<file path="config.mk">
export PLATFORM = sky130hd
export DESIGN_NAME = dma_copy
export DESIGN_NICKNAME = d
export VERILOG_FILES = /design/src/rtl/dma_copy.sv
export SDC_FILE = /design/constraint.sdc
export NUM_CORES = 1
export LEC_CHECK = 0
export BUFFER_PORTS_ARGS = -buffer_cell sky130_fd_sc_hd__buf_2
export CORE_MARGIN = 1.5
export CORE_UTILIZATION = 64
export CTS_CLUSTER_DIAMETER = 100
export DETAILED_ROUTE_END_ITERATION = 8
export GPL_ROUTABILITY_DRIVEN = 0
export PLACE_DENSITY = 0.9
export REMOVE_ABC_BUFFERS = 1
export SETUP_SLACK_MARGIN = 0.15
export SLEW_MARGIN = 25
export SYNTH_ARGS = -nofsm -noshare
export SYNTH_HDL_FRONTEND = slang
export SYNTH_SLANG_ARGS = --single-unit
</file>
<file path="constraint.sdc">
create_clock -name clk -period 7 [get_ports clk]
set_input_delay 0.7 -clock clk [delete_from_list [all_inputs] [get_ports clk]]
set_output_delay 0.7 -clock clk [all_outputs]
set_load 0.005 [all_outputs]
</file>
<file path="src/rtl/dma_copy.sv">
// 6502-bus DMA initiator: the CPU programs SRC/DST/LEN and CTRL over the slave port, then the block copies LEN bytes over the master port.
// Optional macro DMA_FILL_EN adds a fill mode, which writes the byte held in reg 7 to every destination address.
module dma_copy #(
   parameter int unsigned ADDR_W = 16
) (
   input  logic              clk,
   input  logic              rst,
   output logic [7:0]        dbr,
   input  logic [7:0]        dbw,
   input  logic [2:0]        addr,
   input  logic              cs,
   input  logic              we,
   output logic              m_req,
   input  logic              m_gnt,
   output logic [ADDR_W-1:0] m_addr,
   output logic [7:0]        m_dbw,
   input  logic [7:0]        m_dbr,
   output logic              m_cs,
   output logic              m_we,
   output logic              irq
);
`ifdef DMA_FILL_EN
   localparam bit FILL_EN = 1'b1;
`else
   localparam bit FILL_EN = 1'b0;
`endif
   localparam int unsigned HI_W = ADDR_W - 8;

   typedef enum logic [2:0] {S_IDLE, S_REQ, S_RD, S_CAP, S_WR} state_t;

   state_t            state_q;
   logic [ADDR_W-1:0] src_q, dst_q, len_q;
   logic [7:0]        fill_q;
   logic              src_fix_q, dst_fix_q, fill_mode_q, done_q, abort_q;

   logic              busy, cfg_wr, ctrl_wr, last_d;
   logic [ADDR_W-1:0] src_d, dst_d, len_d;
   logic [7:0]        rd_data;

   assign busy    = (state_q != S_IDLE);
   assign cfg_wr  = cs & we & ~busy;
   assign ctrl_wr = cs & we & (addr == 3'd6);
   assign src_d   = src_fix_q ? src_q : src_q + ADDR_W'(1);
   assign dst_d   = dst_fix_q ? dst_q : dst_q + ADDR_W'(1);
   assign len_d   = len_q - ADDR_W'(1);
   // A pending abort ends the transfer at the same point where the last byte would end it
   assign last_d  = (len_d == '0) | abort_q;
   assign irq     = done_q;

   always_comb begin
      rd_data = 8'h00;
      case (addr)
         3'd0: rd_data = src_q[7:0];
         3'd1: rd_data = 8'(src_q >> 8);
         3'd2: rd_data = dst_q[7:0];
         3'd3: rd_data = 8'(dst_q >> 8);
         3'd4: rd_data = len_q[7:0];
         3'd5: rd_data = 8'(len_q >> 8);
         3'd6: rd_data = {done_q, 3'b000, fill_mode_q, dst_fix_q, src_fix_q, busy};
         3'd7: rd_data = FILL_EN ? fill_q : 8'h00;
         default: rd_data = 8'h00;
      endcase
   end

   always_ff @(posedge clk or posedge rst) begin
      if (rst) begin
         state_q     <= S_IDLE;
         src_q       <= '0;
         dst_q       <= '0;
         len_q       <= '0;
         fill_q      <= 8'h00;
         src_fix_q   <= 1'b0;
         dst_fix_q   <= 1'b0;
         fill_mode_q <= 1'b0;
         done_q      <= 1'b0;
         abort_q     <= 1'b0;
         dbr         <= 8'h00;
         m_req       <= 1'b0;
         m_cs        <= 1'b0;
         m_we        <= 1'b0;
         m_addr      <= '0;
         m_dbw       <= 8'h00;
      end else begin
         dbr <= (cs && !we) ? rd_data : 8'h00;

         // Configuration registers are frozen while a transfer runs
         if (cfg_wr) begin
            case (addr)
               3'd0: src_q[7:0]        <= dbw;
               3'd1: src_q[ADDR_W-1:8] <= HI_W'(dbw);
               3'd2: dst_q[7:0]        <= dbw;
               3'd3: dst_q[ADDR_W-1:8] <= HI_W'(dbw);
               3'd4: len_q[7:0]        <= dbw;
               3'd5: len_q[ADDR_W-1:8] <= HI_W'(dbw);
               3'd6: begin
                  src_fix_q   <= dbw[1];
                  dst_fix_q   <= dbw[2];
                  fill_mode_q <= FILL_EN & dbw[3];
               end
               3'd7: if (FILL_EN) fill_q <= dbw;
               default: ;
            endcase
         end
         if (ctrl_wr && busy && dbw[6]) abort_q <= 1'b1;
         // Clear first so a same-cycle completion below wins
         if (ctrl_wr && dbw[7]) done_q <= 1'b0;

         case (state_q)
            S_IDLE: begin
               if (ctrl_wr && dbw[0]) begin
                  if (len_q == '0) begin
                     done_q <= 1'b1;
                  end else begin
                     state_q <= S_REQ;
                     m_req   <= 1'b1;
                  end
               end
            end
            S_REQ: begin
               if (abort_q) begin
                  state_q <= S_IDLE;
                  m_req   <= 1'b0;
                  done_q  <= 1'b1;
                  abort_q <= 1'b0;
               end else if (m_gnt) begin
                  m_cs <= 1'b1;
                  if (fill_mode_q) begin
                     state_q <= S_WR;
                     m_we    <= 1'b1;
                     m_addr  <= dst_q;
                     m_dbw   <= fill_q;
                  end else begin
                     state_q <= S_RD;
                     m_we    <= 1'b0;
                     m_addr  <= src_q;
                  end
               end
            end
            S_RD: begin
               if (m_cs) begin
                  state_q <= S_CAP;
                  m_cs    <= 1'b0;
               end else if (m_gnt) begin
                  m_cs <= 1'b1;
               end
            end
            S_CAP: begin
               m_dbw   <= m_dbr;
               src_q   <= src_d;
               state_q <= S_WR;
               m_cs    <= m_gnt;
               m_we    <= 1'b1;
               m_addr  <= dst_q;
            end
            S_WR: begin
               if (m_cs) begin
                  dst_q <= dst_d;
                  len_q <= len_d;
                  if (last_d) begin
                     state_q <= S_IDLE;
                     m_req   <= 1'b0;
                     m_cs    <= 1'b0;
                     m_we    <= 1'b0;
                     done_q  <= 1'b1;
                     abort_q <= 1'b0;
                  end else if (fill_mode_q) begin
                     m_cs   <= m_gnt;
                     m_addr <= dst_d;
                  end else begin
                     state_q <= S_RD;
                     m_cs    <= m_gnt;
                     m_we    <= 1'b0;
                     m_addr  <= src_q;
                  end
               end else if (m_gnt) begin
                  m_cs <= 1'b1;
               end
            end
            default: state_q <= S_IDLE;
         endcase
      end
   end
endmodule

</file>
==> impl_metrics.py, run 1 <==
metrics = {
    "status": {
        "status": "completed",
    },
    "global_routing": {
        "grt_pass1_vias": 5009,
        "grt_max_degree": 91,
        "antenna_found_initial": 0,
        "grt_pass1_wl_microns": 24900,
        "gr-usage-all-layers_pct": 36.0,
        "globalRouteOverflowTotal": 0,
    },
    "layout": {
        "antenna_cells": 0,
        "fill_cells": 620,
        "num-nets-final": 735,
        "drive_above_1_share_pct": 17.1,
        "fin_area_sq_um": 6010,
        "fin_cells": 817,
        "areaGrowthSynthToFinish_pct": 9.61,
    },
    "floorplanning": {
        "die-width_microns": 95.5,
        "core-area_sq_um": 8260,
        "rows": 33,
        "dieArea_sq_um": 9130,
        "die_y_microns": 95.5,
        "initial_core_util_pct": 66.4,
        "pin_count": 60,
    },
    "drt": {
        "vias": 5562,
        "drt-total-wl_microns": 15800,
        "drcViolationCount": 0,
        "first_iter_violations": 793,
        "drt-wirelength-per-cell_microns": 19.3,
        "postRouteAntennaNets": 0,
        "dr.pass1.iters": 9,
        "vias_per_cell": 6.81,
    },
    "clock_network": {
        "ctsResizeCount": 0,
        "clock_sinks": 90,
        "cts_buffers": 9,
        "tritoncts": "done",
        "root_buffer": "clkbuf_8",
        "htree_levels": 3,
        "post_cts_buffers": 0,
        "clock_latency_ns": 0.38,
        "cts_buffer_depth": 2,
        "cts-hold-fix-buffers": 0,
        "cts.clk_slew.worst_paths_ns": 0.10,
    },
    "sta": {
        "max_slew_margin_pct": 35.5,
        "rsz0062_at_grt": "false",
        "worst_pin_slew_ns": 0.967,
        "layout_setup_ws_ns": 3.65,
        "finalSetupViolations": 0,
        "fin_skew_ns": 0.00753,
        "max_clock_freq_ghz": 0.298,
        "tns_ns": 0,
        "finalHoldViolCount": 0,
        "fin_crit_sh_pct": 47.9,
        "timing.final.crit_period_ns": 3.35,
        "slew_violations": 0,
    },
    "logic_synthesis": {
        "ys_ff_latch": 90,
        "synth_cells": 672,
        "synth_top_cell_area_share_pct": 41.1,
        "synth_top_flop_cell": "dfrtp_1",
        "ys_types": 58,
        "netlist_area_sq_um": 5480,
        "yosysSeqAreaShare_pct": 41.1,
        "yosys.area.top_type": "dfrtp_1",
        "ys_async_sr_fraction_pct": 100,
        "synth_area_leaders": "dfrtp_1, nand2_1, a21oi_1",
        "yosys_warnings": 8,
        "synth_edf_count": 0,
        "synth.avg_cell_area_sq_um": 8.16,
    },
    "worst_setup_path": {
        "critical_path_class": "reg -> reg",
        "worstSetupStartpointType": "flip-flop",
        "cp.buffers_inverters": 1,
        "crit_chain": "inv_1 -> ha_1 -> or4b_1 -> or2_2 -> a21oi_1 -> o311ai_2 -> a31oi_4 -> mux2_2",
        "critical_path_required_ns": 7.27,
        "cp.arrival_ns": 3.62,
        "r2r_slack_ns": 3.65,
        "r2r_end": "m_addr[0]",
        "ff2ff_path_depth": 8,
        "crit_path_max_fanout": 16,
        "crit_path_end_kind": "flip-flop",
        "slowest_delay_ns": 0.69,
        "critPathSlowestCell": "a31oi_4",
        "r2r-start": "len_q[0]",
        "critical_path.top_delay_family": "compound AO/OA/AOI/OAI gates",
    },
    "power_and_ir_drop": {
        "power.density_nw_per_um2": 409,
        "p_total_mw": 2.46,
        "peakVddDrop_mv": 0.297,
        "p_leak_nw": 2.62,
    },
    "placement": {
        "io_buffers": 59,
        "place_hpwl_microns": 10700,
        "dpl.cell_count": 801,
        "dpl-instance-area_sq_um": 5790,
        "pre_cts_ws_ns": 3.71,
    },
    "job": {
        "maxCapViolCount": 0,
    },
    "worst_hold_path": {
        "hp-class": "reg -> reg",
        "hold_start": "m_dbw[7]",
        "hold_end": "m_dbw[7]",
        "whs_path_depth": 2,
    },
}
==> final cells by class <==
class                      count  area, sq um  area share [%]
timing repair buffer          63          329            5.48
tap                          105          131            2.19
sequential                    90         2250            37.5
clock buffer                  10          138            2.29
inverter                      17         65.1            1.08
multi-input combinational    526         3020            50.3
clock inverter                 6         71.3            1.19
==> cell usage after synthesis, types with 2 or more instances <==
| cell type | n |
|---|---|
| a211oi_1 | 7 |
| a21boi_0 | 3 |
| a21o_1 | 3 |
| a21oi_1 | 60 |
| a22o_1 | 3 |
| a22oi_1 | 3 |
| a311oi_1 | 6 |
| a31o_2 | 5 |
| a31oi_1 | 7 |
| and2_1 | 2 |
| and3_1 | 10 |
| buf_1 | 2 |
| buf_6 | 2 |
| clkbuf_1 | 34 |
| dfrtp_1 | 90 |
| ha_1 | 4 |
| inv_1 | 17 |
| mux2_2 | 11 |
| mux2_4 | 10 |
| mux2i_1 | 11 |
| nand2_1 | 137 |
| nand2b_1 | 7 |
| nand3_1 | 24 |
| nand3b_1 | 2 |
| nand4_1 | 3 |
| nor2_1 | 54 |
| nor2b_1 | 9 |
| nor3_1 | 22 |
| nor4_1 | 3 |
| o211a_1 | 3 |
| o211ai_1 | 4 |
| o21ai_0 | 51 |
| o22a_1 | 2 |
| o22ai_1 | 19 |
| o31ai_1 | 3 |
| o32ai_1 | 4 |
| or2_2 | 5 |
| or3_1 | 7 |
| or4_1 | 3 |
| or4b_2 | 2 |
==> cells in the final DEF (no fill, tap or decap), types with 5 or more instances in the layout <==
cell / n
a21oi_1: 60
dfrtp_1: 90
a311oi_1: 6
inv_1: 16
nand2b_1: 7
o21ai_0: 51
a31o_2: 5
and3_1: 10
or3_1: 7
mux2_2: 11
clkbuf_8: 10
a211oi_1: 7
nand3_1: 24
mux2i_1: 11
buf_2: 59
a31oi_1: 7
nand2_1: 137
mux2_4: 10
nor3_1: 21
nor2b_1: 9
nor2_1: 54
or2_2: 5
o22ai_1: 17
==> worst max-delay path by stage <==
| stage | cells past startpoint | to | slack (ns) | startpoint |
|---|---|---|---|---|
| finish | 8 | m_addr[0] | 3.65 | len_q[0] |
| CTS | 8 | m_addr[0] | 3.68 | len_q[0] |
| detailed placement | 8 | m_addr[0] | 3.71 | len_q[0] |
| global route | 8 | m_addr[15] | 3.48 | len_q[0] |
| floorplan | 4 | len_q[13] | 3.87 | state_q[1] |
| global placement | 8 | m_addr[15] | 3.84 | len_q[0] |
==> worst min-delay path, stage by stage (launching register included) <==
cell and delay [ns]:
dfrtp_1 0.35, nand2_1 0.05, nand2_1 0.06
==> registers in the layout, summed over array words and instances (netlist names), 3 cells and up <==
register,flops
dst_q,16
m_addr,16
m_dbw,8
src_q,16
len_q,16
dbr,8
state_q,3
==> power breakdown <==
part           leakage [nW]  total [mW]  internal [mW]  switching [mW]
registers              1.04        1.10          0.751           0.352
clock network        0.0999       0.383          0.179           0.205
logic                  1.48       0.971          0.451           0.520
total                  2.62        2.46           1.38            1.08
==> cell families (layout without fill, tap and decap cells) <==
| group | count (synthesis) | in the layout | share of synthesized area (%) |
|---|---|---|---|
| compound gates | 194 | 194 | 22.2 |
| xor+xnor | 1 | 1 | 0.160 |
| fa+ha+maj | 4 | 4 | 0.913 |
| buf+inv | 56 | 96 | 4.13 |
| flops | 90 | 90 | 41.1 |
| mux | 32 | 32 | 7.01 |
| simple gates | 295 | 295 | 24.5 |
==> metrics by stage <==
stage / utilization, % / hold WS [ns]
floorplan: - / 0.470
global placement: 70.0 / 0.454
detailed placement: 70.1 / 0.458
CTS: 72.6 / 0.482
global route: 72.8 / 0.497
finish: 72.8 / 0.482
==> routing by layer <==
| layer | vias up | routed length [microns] | part of all wire, % | global-route usage [%] |
|---|---|---|---|---|
| met2 | 429 | 6990 | 44 | 54.9 |
| met3 | 75 | 1900 | 12 | 9.01 |
| met5 | - | 0 | 0 | 0 |
| met4 | 0 | 741 | 4.7 | 15.7 |
| met1 | 2581 | 6140 | 39 | 48.6 |
| li1 | 2477 | - | - | - |
Note: power is estimated with default switching activity, not from simulation.
==> run 2, diff against run 1 <==
Settings changed: CORE_UTILIZATION 64 to 54, PLACE_DENSITY 0.9 to 0.81.
Clock period 7 ns to 2.7 ns, I/O delays scaled along.
==> run 2 against run 1 <==
Compared with the run above: the flow now finishes with violations (setup timing); combinational power grew to 3.0 times the previous value; first-iteration DRC count shrank 16%; clock power grew to 2.6 times the previous value; sequential power grew to 2.5 times the previous value; die area grew 18%; critical path depth grew 1; sequential cell count is the same; final area grew 6.6%; sequential share of layout area shrank 2.3 points; register-to-register slack lost 3.7 ns; clock skew grew 0.0065 ns; worst hold slack lost 0.41 ns; critical path type unchanged; largest power group is now combinational logic.
==> impl_metrics.py, run 2 (same netlist as run 1, synthesis figures left out) <==
metrics = {
    "status": {
        "status": "complete, but fails checks",
        "violations": "setup timing",
    },
    "clock_network": {
        "cts_buffers": 9,
        "root_buffer": "clkbuf_8",
        "clock_latency_ns": 0.37,
        "cts_buffer_depth": 2,
        "tritoncts": "done",
        "clock_sinks": 90,
        "htree_levels": 3,
        "cts.clk_slew.worst_paths_ns": 0.10,
    },
    "sta": {
        "finalSetupViolations": 8,
        "max_slew_margin_pct": 53.6,
        "slew_violations": 0,
        "tns_ns": -0.0552,
        "timing.final.crit_period_ns": 2.72,
        "fin_skew_ns": 0.0140,
        "finalHoldViolCount": 0,
        "layout_setup_ws_ns": -0.0152,
        "worst_pin_slew_ns": 0.690,
        "rsz0062_at_grt": "true",
        "fin_crit_sh_pct": 101,
        "max_clock_freq_ghz": 0.368,
    },
    "worst_hold_path": {
        "hold_start": "m_dbr[1]",
        "hold_end": "m_dbw[1]",
        "whs_path_depth": 3,
        "hp-class": "in -> reg",
    },
    "layout": {
        "fin_area_sq_um": 6400,
        "antenna_cells": 0,
        "num-nets-final": 766,
        "drive_above_1_share_pct": 21.7,
        "areaGrowthSynthToFinish_pct": 16.8,
        "layout_common_cells": "nand2_1, dfrtp_1, buf_2",
        "fin_cells": 876,
        "final_common_cell": "nand2_1",
    },
    "power_and_ir_drop": {
        "peakVddDrop_mv": 0.552,
        "p_leak_nw": 2.79,
        "power.density_nw_per_um2": 1040,
    },
    "worst_setup_path": {
        "critical_path_class": "reg -> reg",
        "r2r_slack_ns": -0.02,
        "worstSetupStartpointType": "flip-flop",
        "crit_path_end_kind": "flip-flop",
        "crit_path_max_fanout": 8,
        "critical_path_required_ns": 2.97,
        "r2r-start": "len_q[0]",
        "r2r_end": "m_addr[13]",
        "cp.arrival_ns": 2.98,
        "ff2ff_path_depth": 9,
    },
    "drt": {
        "first_iter_violations": 667,
        "drt-total-wl_microns": 16700,
        "postRouteAntennaNets": 0,
        "vias": 5607,
        "vias_per_cell": 6.40,
        "drt-wirelength-per-cell_microns": 19.0,
        "drcViolationCount": 0,
        "dr.pass1.iters": 8,
    },
    "placement": {
        "dpl.cell_count": 853,
        "place_hpwl_microns": 11500,
        "io_buffers": 59,
        "dpl-instance-area_sq_um": 6040,
    },
    "floorplanning": {
        "rows": 36,
        "pin_count": 60,
        "die_y_microns": 104,
        "dieArea_sq_um": 10800,
        "initial_core_util_pct": 55.8,
        "core-area_sq_um": 9820,
        "die-width_microns": 104,
    },
    "global_routing": {
        "globalRouteOverflowTotal": 0,
        "antenna_found_initial": 0,
        "gr-usage-all-layers_pct": 31.6,
        "grt_max_degree": 54,
        "grt_pass1_vias": 5341,
        "grt_pass1_wl_microns": 26900,
    },
    "job": {
        "maxCapViolCount": 0,
    },
}
## run 2: worst max-delay path, cell delays in order, from the launching register on
cell	delay [ns]
dfrtp_1	0.41
inv_2	0.10
ha_4	0.14
or4b_4	0.51
or4_4	0.44
a21oi_2	0.15
o311a_4	0.20
a31oi_4	0.13
clkbuf_16	0.23
mux2_4	0.29
## run 2: report_power, final
group | switching, mW | internal, mW | total [mW]
Combinational | 1.52 | 1.39 | 2.91
Clock | 0.538 | 0.445 | 0.983
Sequential | 0.844 | 1.95 | 2.79
## run 2: how the worst max path moves through the flow
stage	slack [ns]	to	startpoint	depth (start not counted)
2_1_floorplan	-0.43	len_q[13]	state_q[1]	4
3_3_place_gp	-0.02	m_addr[12]	len_q[0]	9
3_5_place_dp	-0.1	m_addr[7]	len_q[1]	9
4_1_cts	-0.004	m_addr[7]	len_q[0]	10
5_1_grt	-0.06	m_addr[3]	len_q[0]	9
6_report	-0.02	m_addr[13]	len_q[0]	9
## run 2: repair_timing
| item | in CTS | in global routing |
|---|---|---|
| hold buffers | 1 | 0 |
| resized for setup | 15 | 5 |
| gates cloned | 1 | 0 |
| hold endpoints to repair | 29 | 0 |
| pin swaps | 8 | 4 |
| buffers inserted | 3 | 2 |
| setup endpoints to repair | 21 | 19 |
## run 2: layout make-up
| type | count | area, sq um |
|---|---|---|
| flip-flops and latches | 90 | 2250 |
| inverters | 17 | 65.1 |
| clock inverters | 7 | 85.1 |
| multi-input cells | 526 | 3090 |
| clock buffers | 9 | 124 |
| fillers | 816 | 3420 |
| repair buffers | 94 | 619 |
| well taps | 133 | 166 |
## run 2: layer usage
metal / vias up / wire, microns / GRT usage [%]
li1: 2539 / - / -
met1: 2643 / 6660 / 41.5
met2: 338 / 7410 / 49.0
met3: 87 / 1630 / 5.35
met4: 0 / 963 / 19.4
met5: - / 0 / 0
## run 2: through the flow
stage	setup slack, ns	total power, mW	hold WS, ns	utilization (%)
CTS	-0.00439	6.58	0.0804	64.9
finish	-0.0152	6.69	0.0758	65.2
global route	-0.0560	7.11	0.0802	65.2
floorplan	-0.425	4.32	0.375	-
detailed placement	-0.0969	5.47	0.348	61.5
global placement	-0.0201	5.30	0.335	61.5
